--- src/rtl/adbg_jsp_apb_fifo_biu_if.sv ---
// APB slave bus bundle for the JTAG Serial Port bus interface.
// The master modport drives the request; the slave modport returns data and status.
interface adbg_jsp_apb_fifo_biu_if;
  logic       PSEL;
  logic       PENABLE;
  logic       PWRITE;
  logic [2:0] PADDR;
  logic [7:0] PWDATA;
  logic [7:0] PRDATA;
  logic       PREADY;
  logic       PSLVERR;

  modport master (
    output PSEL, PENABLE, PWRITE, PADDR, PWDATA,
    input  PRDATA, PREADY, PSLVERR
  );

  modport slave (
    input  PSEL, PENABLE, PWRITE, PADDR, PWDATA,
    output PRDATA, PREADY, PSLVERR
  );
endinterface

--- src/rtl/adbg_jsp_apb_fifo_biu.sv ---
// JTAG Serial Port APB bus interface with RX (host->CPU) and TX (CPU->host) FIFOs.
// Optional feature: define JSP_RX_THRESHOLD_EN for a programmable RX interrupt threshold (reg 3).
module adbg_jsp_apb_fifo_biu #(
  parameter int DEPTH = 8,
  parameter int CNT_W = 4
) (
  input  logic                 clk_i,
  input  logic                 rst_i,
  input  logic [7:0]           dbg_data_i,
  input  logic                 dbg_wr_i,
  output logic [7:0]           dbg_data_o,
  input  logic                 dbg_rd_i,
  output logic [CNT_W-1:0]     dbg_bytes_avail_o,
  output logic [CNT_W-1:0]     dbg_space_avail_o,
  adbg_jsp_apb_fifo_biu_if.slave apb,
  output logic                 int_o
);

  localparam int              AW      = $clog2(DEPTH);
  localparam int              CW      = AW + 1;
  localparam logic [CW-1:0]   FULL    = CW'(DEPTH);
  localparam int              CNT_MAX = (1 << CNT_W) - 1;

  localparam logic [7:0] IIR_RX   = 8'hC4;
  localparam logic [7:0] IIR_THRE = 8'hC2;
  localparam logic [7:0] IIR_NONE = 8'hC1;

  typedef enum logic [2:0] {
    A_RBR   = 3'd0,
    A_IER   = 3'd1,
    A_IIR   = 3'd2,
    A_RXTL  = 3'd3,
    A_FCR   = 3'd4,
    A_LSR   = 3'd5,
    A_RXLVL = 3'd6,
    A_TXLVL = 3'd7
  } reg_addr_e;

  logic [7:0]    rx_mem [DEPTH];
  logic [7:0]    tx_mem [DEPTH];
  logic [AW-1:0] rx_wp_q, rx_wp_d, rx_rp_q, rx_rp_d;
  logic [AW-1:0] tx_wp_q, tx_wp_d, tx_rp_q, tx_rp_d;
  logic [CW-1:0] rx_cnt_q, rx_cnt_d, tx_cnt_q, tx_cnt_d;
  logic [1:0]    ier_q, ier_d;
  logic          oe_q, oe_d;
  logic          thre_q, thre_d;
  logic          int_q, int_d;
`ifdef JSP_RX_THRESHOLD_EN
  logic [CW-1:0] rxtl_q, rxtl_d;
`endif

  reg_addr_e addr;
  logic      wr_acc, rd_acc;
  logic      rx_empty, rx_full, tx_empty, tx_full;
  logic      rx_push, rx_pop, tx_push, tx_pop, thr_wr;
  logic      flush_rx, flush_tx;
  logic      rx_cond, rx_int, thre_int, thre_set, thre_clr;
  logic [7:0] iir, lsr, rbr;

  function automatic logic [CNT_W-1:0] sat_cnt(input int v);
    return (v > CNT_MAX) ? CNT_W'(CNT_MAX) : CNT_W'(v);
  endfunction

  function automatic logic [7:0] sat8(input logic [CW-1:0] c);
    return (int'(c) > 255) ? 8'hFF : 8'(c);
  endfunction

  assign addr     = reg_addr_e'(apb.PADDR);
  assign wr_acc   = apb.PSEL & apb.PENABLE & apb.PWRITE;
  assign rd_acc   = apb.PSEL & apb.PENABLE & ~apb.PWRITE;

  assign rx_empty = (rx_cnt_q == '0);
  assign rx_full  = (rx_cnt_q == FULL);
  assign tx_empty = (tx_cnt_q == '0);
  assign tx_full  = (tx_cnt_q == FULL);

  // A push into a full FIFO is accepted only when a pop frees the slot in the same cycle.
  assign rx_pop   = rd_acc & (addr == A_RBR) & ~rx_empty;
  assign rx_push  = dbg_wr_i & (~rx_full | rx_pop);
  assign tx_pop   = dbg_rd_i & ~tx_empty;
  assign thr_wr   = wr_acc & (addr == A_RBR);
  assign tx_push  = thr_wr & (~tx_full | tx_pop);
  assign flush_rx = wr_acc & (addr == A_FCR) & apb.PWDATA[1];
  assign flush_tx = wr_acc & (addr == A_FCR) & apb.PWDATA[2];

  always_comb begin
    rx_wp_d  = rx_wp_q;
    rx_rp_d  = rx_rp_q;
    rx_cnt_d = rx_cnt_q;
    if (flush_rx) begin
      rx_wp_d  = '0;
      rx_rp_d  = '0;
      rx_cnt_d = '0;
    end else begin
      if (rx_push) rx_wp_d = rx_wp_q + AW'(1);
      if (rx_pop)  rx_rp_d = rx_rp_q + AW'(1);
      case ({rx_push, rx_pop})
        2'b10:   rx_cnt_d = rx_cnt_q + CW'(1);
        2'b01:   rx_cnt_d = rx_cnt_q - CW'(1);
        default: rx_cnt_d = rx_cnt_q;
      endcase
    end
  end

  always_comb begin
    tx_wp_d  = tx_wp_q;
    tx_rp_d  = tx_rp_q;
    tx_cnt_d = tx_cnt_q;
    if (flush_tx) begin
      tx_wp_d  = '0;
      tx_rp_d  = '0;
      tx_cnt_d = '0;
    end else begin
      if (tx_push) tx_wp_d = tx_wp_q + AW'(1);
      if (tx_pop)  tx_rp_d = tx_rp_q + AW'(1);
      case ({tx_push, tx_pop})
        2'b10:   tx_cnt_d = tx_cnt_q + CW'(1);
        2'b01:   tx_cnt_d = tx_cnt_q - CW'(1);
        default: tx_cnt_d = tx_cnt_q;
      endcase
    end
  end

  // NOTE: FIFO storage has no reset; the pointers and counts alone define what is valid.
  always_ff @(posedge clk_i) begin
    if (rx_push) rx_mem[rx_wp_q] <= dbg_data_i;
    if (tx_push) tx_mem[tx_wp_q] <= apb.PWDATA;
  end

  always_comb begin
`ifdef JSP_RX_THRESHOLD_EN
    rx_cond = (rx_cnt_q >= rxtl_q);
`else
    rx_cond = ~rx_empty;
`endif
    rx_int   = rx_cond & ier_q[0];
    thre_int = thre_q & ier_q[1];
    iir      = rx_int ? IIR_RX : (thre_int ? IIR_THRE : IIR_NONE);
    lsr      = {1'b0, tx_empty, tx_empty, 3'b000, oe_q, ~rx_empty};
    rbr      = rx_empty ? 8'h00 : rx_mem[rx_rp_q];

    ier_d = ier_q;
    if (wr_acc && addr == A_IER) ier_d = apb.PWDATA[1:0];

    // A fresh overrun outranks a simultaneous LSR read so it is never lost.
    oe_d = oe_q;
    if (rd_acc && addr == A_LSR) oe_d = 1'b0;
    if (dbg_wr_i && rx_full && !rx_pop && !flush_rx) oe_d = 1'b1;

    thre_set = (~tx_empty & (tx_cnt_d == '0)) |
               (wr_acc & (addr == A_IER) & apb.PWDATA[1] & ~ier_q[1] & tx_empty);
    thre_clr = thr_wr | (rd_acc & (addr == A_IIR) & (iir == IIR_THRE));
    thre_d   = thre_set | (thre_q & ~thre_clr);

    int_d = rx_int | thre_int;

`ifdef JSP_RX_THRESHOLD_EN
    rxtl_d = rxtl_q;
    if (wr_acc && addr == A_RXTL) begin
      if (apb.PWDATA == 8'h00)              rxtl_d = CW'(1);
      else if (int'(apb.PWDATA) > DEPTH)    rxtl_d = FULL;
      else                                  rxtl_d = CW'(apb.PWDATA);
    end
`endif
  end

  always_comb begin
    apb.PRDATA  = 8'h00;
    apb.PSLVERR = 1'b0;
    if (rd_acc) begin
      case (addr)
        A_RBR:   apb.PRDATA = rbr;
        A_IER:   apb.PRDATA = {6'b0, ier_q};
        A_IIR:   apb.PRDATA = iir;
`ifdef JSP_RX_THRESHOLD_EN
        A_RXTL:  apb.PRDATA = sat8(rxtl_q);
`endif
        A_LSR:   apb.PRDATA = lsr;
        A_RXLVL: apb.PRDATA = sat8(rx_cnt_q);
        A_TXLVL: apb.PRDATA = sat8(tx_cnt_q);
        default: apb.PRDATA = 8'h00;
      endcase
    end else if (wr_acc) begin
      case (addr)
        A_RBR:                            apb.PSLVERR = tx_full & ~tx_pop;
        A_IIR, A_LSR, A_RXLVL, A_TXLVL:   apb.PSLVERR = 1'b1;
        default:                          apb.PSLVERR = 1'b0;
      endcase
    end
  end

  assign apb.PREADY        = 1'b1;
  assign dbg_data_o        = tx_empty ? 8'h00 : tx_mem[tx_rp_q];
  assign dbg_bytes_avail_o = sat_cnt(int'(tx_cnt_q));
  assign dbg_space_avail_o = sat_cnt(DEPTH - int'(rx_cnt_q));
  assign int_o             = int_q;

  always_ff @(posedge clk_i) begin
    if (rst_i) begin
      rx_wp_q  <= '0;
      rx_rp_q  <= '0;
      rx_cnt_q <= '0;
      tx_wp_q  <= '0;
      tx_rp_q  <= '0;
      tx_cnt_q <= '0;
      ier_q    <= '0;
      oe_q     <= 1'b0;
      thre_q   <= 1'b0;
      int_q    <= 1'b0;
`ifdef JSP_RX_THRESHOLD_EN
      rxtl_q   <= CW'(1);
`endif
    end else begin
      rx_wp_q  <= rx_wp_d;
      rx_rp_q  <= rx_rp_d;
      rx_cnt_q <= rx_cnt_d;
      tx_wp_q  <= tx_wp_d;
      tx_rp_q  <= tx_rp_d;
      tx_cnt_q <= tx_cnt_d;
      ier_q    <= ier_d;
      oe_q     <= oe_d;
      thre_q   <= thre_d;
      int_q    <= int_d;
`ifdef JSP_RX_THRESHOLD_EN
      rxtl_q   <= rxtl_d;
`endif
    end
  end

endmodule

--- src/flat_wrapper.sv ---
// flat-port wrapper written by rule: the top's interface ports become plain ports
module adbg_jsp_apb_fifo_biu_flat 
#(
  parameter int DEPTH = 8,
  parameter int CNT_W = 4
)
  (clk_i, rst_i, dbg_data_i, dbg_wr_i, dbg_data_o, dbg_rd_i, dbg_bytes_avail_o, dbg_space_avail_o, int_o, apb_PSEL, apb_PENABLE, apb_PWRITE, apb_PADDR, apb_PWDATA, apb_PRDATA, apb_PREADY, apb_PSLVERR);
  adbg_jsp_apb_fifo_biu_if apb_i ();
  input  logic clk_i;
  input  logic rst_i;
  input  logic [7:0] dbg_data_i;
  input  logic dbg_wr_i;
  output logic [7:0] dbg_data_o;
  input  logic dbg_rd_i;
  output logic [CNT_W-1:0] dbg_bytes_avail_o;
  output logic [CNT_W-1:0] dbg_space_avail_o;
  output logic int_o;
  input wire logic [$bits(apb_i.PSEL)-1:0] apb_PSEL;
  input wire logic [$bits(apb_i.PENABLE)-1:0] apb_PENABLE;
  input wire logic [$bits(apb_i.PWRITE)-1:0] apb_PWRITE;
  input wire logic [$bits(apb_i.PADDR)-1:0] apb_PADDR;
  input wire logic [$bits(apb_i.PWDATA)-1:0] apb_PWDATA;
  output wire logic [$bits(apb_i.PRDATA)-1:0] apb_PRDATA;
  output wire logic [$bits(apb_i.PREADY)-1:0] apb_PREADY;
  output wire logic [$bits(apb_i.PSLVERR)-1:0] apb_PSLVERR;
  assign apb_i.PSEL = apb_PSEL;
  assign apb_i.PENABLE = apb_PENABLE;
  assign apb_i.PWRITE = apb_PWRITE;
  assign apb_i.PADDR = apb_PADDR;
  assign apb_i.PWDATA = apb_PWDATA;
  assign apb_PRDATA = apb_i.PRDATA;
  assign apb_PREADY = apb_i.PREADY;
  assign apb_PSLVERR = apb_i.PSLVERR;
  adbg_jsp_apb_fifo_biu #(.DEPTH(DEPTH), .CNT_W(CNT_W)) u_core (.clk_i(clk_i), .rst_i(rst_i), .dbg_data_i(dbg_data_i), .dbg_wr_i(dbg_wr_i), .dbg_data_o(dbg_data_o), .dbg_rd_i(dbg_rd_i), .dbg_bytes_avail_o(dbg_bytes_avail_o), .dbg_space_avail_o(dbg_space_avail_o), .apb(apb_i), .int_o(int_o));
endmodule
--- config.mk ---
export PLATFORM = sky130hd
export DESIGN_NAME = adbg_jsp_apb_fifo_biu_flat
export DESIGN_NICKNAME = d
export VERILOG_FILES = /design/src/rtl/adbg_jsp_apb_fifo_biu_if.sv /design/src/rtl/adbg_jsp_apb_fifo_biu.sv /design/src/flat_wrapper.sv
export SDC_FILE = /design/constraint.sdc
export NUM_CORES = 1
export LEC_CHECK = 0
export CAP_MARGIN = 30
export CORE_ASPECT_RATIO = 1.4
export CORE_UTILIZATION = 63
export DETAILED_ROUTE_END_ITERATION = 8
export PLACE_DENSITY_LB_ADDON = 0.08
export SKIP_LAST_GASP = 1
export SYNTH_ARGS = -nofsm -noshare
export SYNTH_HDL_FRONTEND = slang
export SYNTH_SLANG_ARGS = --single-unit
--- constraint.sdc ---
create_clock -name clk_i -period 5.7 [get_ports clk_i]
set_input_delay 1.14 -clock clk_i [delete_from_list [all_inputs] [get_ports clk_i]]
set_output_delay 1.14 -clock clk_i [all_outputs]
set_load 0.05 [all_outputs]
# Word level (Yosys, flattened, before mapping)
# Memory sizes are Yosys's and may differ from the RTL's. A register that Yosys moved wholly into a read port is not among the register bits.
# Index checks and enable logic that the tools add are counted.
[totals] latchBits=0 memories=2 ff_bits=25 mem_bits_ro=0 mem_bits_rw=128 in_bits=26 output_inout_bits=27
[memory_table] name="u_core.rx_mem" depth=8 word_bits=8 rd=1 rd_clocked_by_memory_dff=1 wr=1 line_no="adbg_jsp_apb_fifo_biu.sv:39" source="logic [7:0] rx_mem [DEPTH];"
[memory_table] name="u_core.tx_mem" depth=8 word_bits=8 rd=1 rd_clocked_by_memory_dff=1 wr=1 line_no="adbg_jsp_apb_fifo_biu.sv:40" source="logic [7:0] tx_mem [DEPTH];"
[classes] reduce_logical=16 n_bitwise=37 multipliers=0 order_cmp=1 div_mod_pow=0 n_mux=23 n_eq_ne=13 n_addsub=9 shifts=0
[ops] operator="$pmux 8 s6" n=1
[ops] operator="$gt 32x5->1 const B" n=1
[ops] operator="$mux 8" n=4
[ops] operator="$and 1x1->1" n=23
[ops] operator="$pmux 4 s2" n=2
[ops] operator="$add 3x1->3 const B" n=4
[ops] operator="$eq 3x3->1 const B" n=4
[ops] operator="$logic_not 4->1" n=3
[ops] operator="$mux 3" n=4
[ops] operator="$add 4x1->4 const B" n=2
[ops] operator="$eq 4x4->1 const B" n=2
[ops] operator="$eq 8x8->1 const B" n=1
[ops] operator="$mux 1" n=8
[ops] operator="$mux 4" n=2
[ops] operator="$not 1->1" n=8
[ops] operator="$sub 4x1->4 const B" n=2
[ops] operator="$or 1x1->1" n=6
[ops] operator="$logic_and 1x1->1" n=5
[ops] operator="$sub 4x4->5 const A" n=1
[ops] operator="$eq 2x1->1 const B" n=2
[ops] operator="$eq 2x2->1 const B" n=2
[ops] operator="$reduce_bool 2->1" n=2
[ops] operator="$reduce_or 2->1" n=2
[ops] operator="$reduce_or 4->1" n=1
[ops] operator="other kinds (6)" n=7

# Longest topological paths before layout
# Gate-level depths: netlist of the first run.
[logic_depth] depth_word=12 depth_mapped=11 depth_no_buf=11

# Worst setup path after synthesis of the first run
# No wires, ideal clock.
[synth_path] kind="input to output" from="in apb_PADDR[2]" to="out apb_PRDATA[4]" slack_ns=1.449 cell_stages=5 t_arrival_ns=3.111 path_cell_list="buf_2 or3_4 nand2b_1 clkbuf_1 nor3_1"
[synth_via] elab_chain_len=3
[synth_lines] element="start, declared" line_no="flat_wrapper.sv:21" source="input wire logic [$bits(apb_i.PADDR)-1:0] apb_PADDR;"
[synth_lines] element="$eq 3x3->1 (tied with other cells)" line_no="adbg_jsp_apb_fifo_biu.sv:171" source="case (addr)"
[synth_lines] element="$pmux 8 s6 *" line_no="adbg_jsp_apb_fifo_biu.sv:171"
[synth_lines] element="$mux 8 *" line_no="adbg_jsp_apb_fifo_biu.sv:170" source="if (rd_acc) begin"
[synth_lines] element="end, declared" line_no="flat_wrapper.sv:23" source="output wire logic [$bits(apb_i.PRDATA)-1:0] apb_PRDATA;"
# Mark *: on every way between the ends. The rest lies on a longest branch, timed or not.

# Worst setup path after layout of the first run
[layout_path] from="in apb_PADDR[0]" to="out apb_PRDATA[6]"
# The elaborated chain is that of the path after synthesis.

==> results of run 1 <==
[where the power goes]
group | total (W) | leakage (nW) | switching [W] | internal (W)
sequential | 0.00129 | 1.41 | 0.0000161 | 0.00127
combinational | 0.000198 | 1.03 | 0.000117 | 0.0000813
clock | 0.00102 | 0.261 | 0.000460 | 0.000561
[worst reg2reg max path: stages, from the launching register on]
cell,delay [ps]
dfxtp_1,440
inv_1,120
ha_1,260
or3b_1,260
nor3b_2,390
ha_1,290
ha_1,250
a21o_1,170
a21oi_1,170
xnor2_1,90
or3_1,300
a21oi_1,160
[layout make-up]
cell class              count  area (um^2)  share of cell area [%]
flip-flops and latches    159         4460                    54.6
multi-input cells         262         2340                    28.6
repair buffers             65          643                    7.86
clock buffers              17          425                    5.20
well taps                 138          173                    2.11
clock inverters            15          111                    1.36
inverters                   6         22.5                   0.275
[cell usage in the layout, fill, tap and decap left out, types with 8 or more instances in the layout]
| master | synthesis | layout |
|---|---|---|
| clkdlybuf4s50_1 | 0 | 51 |
| mux2i_1 | 21 | 21 |
| nor3_1 | 9 | 9 |
| ha_1 | 10 | 10 |
| nor2_1 | 53 | 53 |
| edfxtp_1 | 128 | 128 |
| a21oi_1 | 15 | 15 |
| nand2b_1 | 9 | 9 |
| xor2_1 | 8 | 8 |
| clkbuf_16 | 0 | 17 |
| buf_4 | 2 | 12 |
| nand2_1 | 16 | 16 |
| nand3_1 | 8 | 8 |
| dfxtp_1 | 31 | 31 |
| mux4_2 | 32 | 32 |
[logic make-up (layout without fill, tap and decap cells)]
logic type / count (synthesis) / in the layout / share of synthesized area (%)
other: 1 / 1 / 0.0541
muxes: 58 / 58 / 14.2
xor gates and xnor gates: 15 / 15 / 1.90
adders and majority gates: 12 / 12 / 2.38
AOI/OAI and AO/OA: 50 / 50 / 5.36
and+or+nand+nor: 126 / 126 / 9.68
DFF: 159 / 159 / 64.4
buffers and inverters: 32 / 103 / 1.99
[worst max-delay path by stage]
stage	start	to	slack [ps]	cells after the start
2_1_floorplan	apb_PADDR[2]	apb_PRDATA[4]	1450	5
3_3_place_gp	apb_PADDR[0]	apb_PRDATA[1]	840	6
3_5_place_dp	apb_PADDR[0]	apb_PRDATA[6]	820	7
4_1_cts	apb_PADDR[0]	apb_PRDATA[6]	790	7
5_1_grt	apb_PADDR[0]	apb_PRDATA[6]	590	7
6_report	apb_PADDR[0]	apb_PRDATA[6]	730	7
[synth_stat cells (3+ instances only)]
cell type	number	area share, %
a21oi_1	15	1.1
buf_1	3	0.16
xnor2_1	7	0.88
a31oi_1	3	0.27
o21bai_1	4	0.43
buf_2	8	0.58
ha_1	10	1.8
nand3_1	8	0.58
nor2_1	53	2.9
inv_1	6	0.32
nand3b_1	5	0.54
nor2b_1	5	0.45
nor3_1	9	0.65
o21ai_0	5	0.36
mux2i_1	21	3.0
nand2_1	16	0.87
xor2_1	8	1.0
and3_1	3	0.27
mux4_2	32	10
clkbuf_1	13	0.70
mux2_2	5	0.81
dfxtp_1	31	9.0
o211ai_1	3	0.32
nand2b_1	9	0.81
edfxtp_1	128	55
[per-stage QoR]
stage | instance area (um^2) | utilization, % | hold WS, ps
6_report | 8180 | 77.8 | 521
5_1_grt | 8180 | 77.8 | 545
4_1_cts | 8180 | 77.8 | 516
3_5_place_dp | 7640 | 72.7 | 505
3_3_place_gp | 7600 | 72.3 | 474
2_1_floorplan | 6930 | - | 462
[per-layer routing]
metal | part of all wire, % | track usage [%] | up-vias
met5 | 0 | 0 | -
met2 | 56 | 50.1 | 135
met3 | 4.1 | 5.86 | 32
li1 | - | - | 1859
met4 | 3.0 | 11.3 | 0
met1 | 37 | 30.3 | 2050
[sequential cells by signal, indices dropped and copies added (netlist names), named ones only]
signal                    count
u_core.dbg_bytes_avail_o      4
u_core.ier_q                  2
u_core.int_o                  1
u_core.oe_q                   1
u_core.rx_cnt_q               4
u_core.rx_mem                64
u_core.rx_rp_q                3
u_core.rx_wp_q                3
u_core.thre_q                 1
u_core.tx_mem                64
u_core.tx_rp_q                3
u_core.tx_wp_q                3
==> flow_metrics.env, run 1 <==
export IMPL_slowest_stage="clkdlybuf4s50_1"
export IMPL_first_global_vias=4263
export IMPL_fmax_mhz=201
export IMPL_die_h_um=126
export IMPL_postRouteWirelength_um=14300
export IMPL_end_kind="output pin"
export IMPL_hold_path_endpoint="u_core.tx_wp_q[0]"
export IMPL_cts_sinks=159
export IMPL_finalWorstSetupSlack_ps=727
export IMPL_die_area_um2=11400
export IMPL_initial_utilization_pct=65.9
export IMPL_cts_setup_buffers=0
export IMPL_fin_crit_sh_pct=87.2
export IMPL_yosys_warnings=0
export IMPL_status="finished, final reports clean"
export IMPL_synth_avg_cell_area_um2=15.3
export IMPL_nFillCells=606
export IMPL_drv_slew=0
export IMPL_dr_pass1_iters=5
export IMPL_post_cts_resize_count=0
export IMPL_area_growth_pct=18.0
export IMPL_cts_tree="done"
export IMPL_pin_count=53
export IMPL_required_ps=4560
export IMPL_track_usage_pct=27.2
export IMPL_core_area_um2=10500
export IMPL_cts_buffers=17
export IMPL_min_path_cells=2
export IMPL_r2r_end="u_core.rx_cnt_q[3]"
export IMPL_fin_worst_skew_ps=6.06
export IMPL_io_buffers=51
export IMPL_ys_seq_area_share_pct=64.4
export IMPL_layout_cells_non_filler=662
export IMPL_grt_pass1_wl_um=22700
export IMPL_ant_nets=0
export IMPL_synth_cells=453
export IMPL_cpMostUsedCell="clkdlybuf4s50_1"
export IMPL_critPathLaunchType="input pin"
export IMPL_ys_types=61
export IMPL_synthesis_area_um2=6930
export IMPL_clk_latency_ps=420
export IMPL_cp_top_family="buffers and inverters"
export IMPL_worst_path_buf_inv=2
export IMPL_hold_path_class="reg -> reg"
export IMPL_drtIter0Drc=268
export IMPL_dp_hpwl_um=9250
export IMPL_grt_max_degree=20
export IMPL_maxCapViolations=0
export IMPL_leakagePower_nw=2.70
export IMPL_ir_drop_uv=305
export IMPL_timing_rr_start="u_core.rx_cnt_q[0]"
export IMPL_vias_per_cell=6.16
export IMPL_dp_cells=630
export IMPL_worstPathMaxFanout=15
export IMPL_ctsHoldBuffers=0
export IMPL_cts_htree_levels=4
export IMPL_path_cells="clkdlybuf4s50_1 > or3_4 > nand2b_1 > o21bai_1 > a21oi_1 > nor2_1 > clkdlybuf4s50_1"
export IMPL_slowest_delay_ps=830
export IMPL_die_w_um=90.7
export IMPL_synth_edf_count=128
export IMPL_pre_cts_ws_ps=816
export IMPL_path_class="in -> out"
export IMPL_synth_net_count=491
export IMPL_reg2reg_slack_ps=2720
export IMPL_post_drt_wl_per_cell_um=21.5
export IMPL_crit_arrival_ps=3830
export IMPL_p_per_area_nw_per_um2=306
export IMPL_drc=0
export IMPL_worst_pin_slew_ps=981
export IMPL_hold_start="u_core.tx_wp_q[0]"
export IMPL_setup_tns_ps=0
export IMPL_p_total_w=0.00251
export IMPL_antenna_found_initial=0
export IMPL_async_flop_share_pct=0
export IMPL_finalHoldViolations=0
export IMPL_ys_dominant_reg_cell="edfxtp_1"
export IMPL_place_congestion=0.811
export IMPL_rsz0062_at_grt="false"
export IMPL_row_count=44
export IMPL_vias=4076
export IMPL_min_period_ps=4970
export IMPL_root_buffer="clkbuf_16"
export IMPL_layout_drive_gt1_share_pct=18.1
export IMPL_max_slew_margin_rel_pct=34.4
export IMPL_overflow=0
export IMPL_antennaDiodeCount=0
export IMPL_ys_ff_latch=159
export IMPL_clkTransAtPathRegs_ps=60
export IMPL_setup_viol=0
export IMPL_r2r_cells=11
export IMPL_clockBufferDepth=2
export IMPL_final_nets=549
Note: power is estimated with default switching activity, not from simulation.
==> inputs of run 2 (changes only) <==
--- a/config.mk
+++ b/config.mk
@@ -10,6 +10,7 @@
 export CORE_UTILIZATION = 63
 export DETAILED_ROUTE_END_ITERATION = 8
 export PLACE_DENSITY_LB_ADDON = 0.08
+export SKIP_CTS_REPAIR_TIMING = 1
 export SKIP_LAST_GASP = 1
 export SYNTH_ARGS = -nofsm -noshare
 export SYNTH_HDL_FRONTEND = slang
==> results of run 2 <==
Final layout, timing and power as in run 1 (identical DEF).
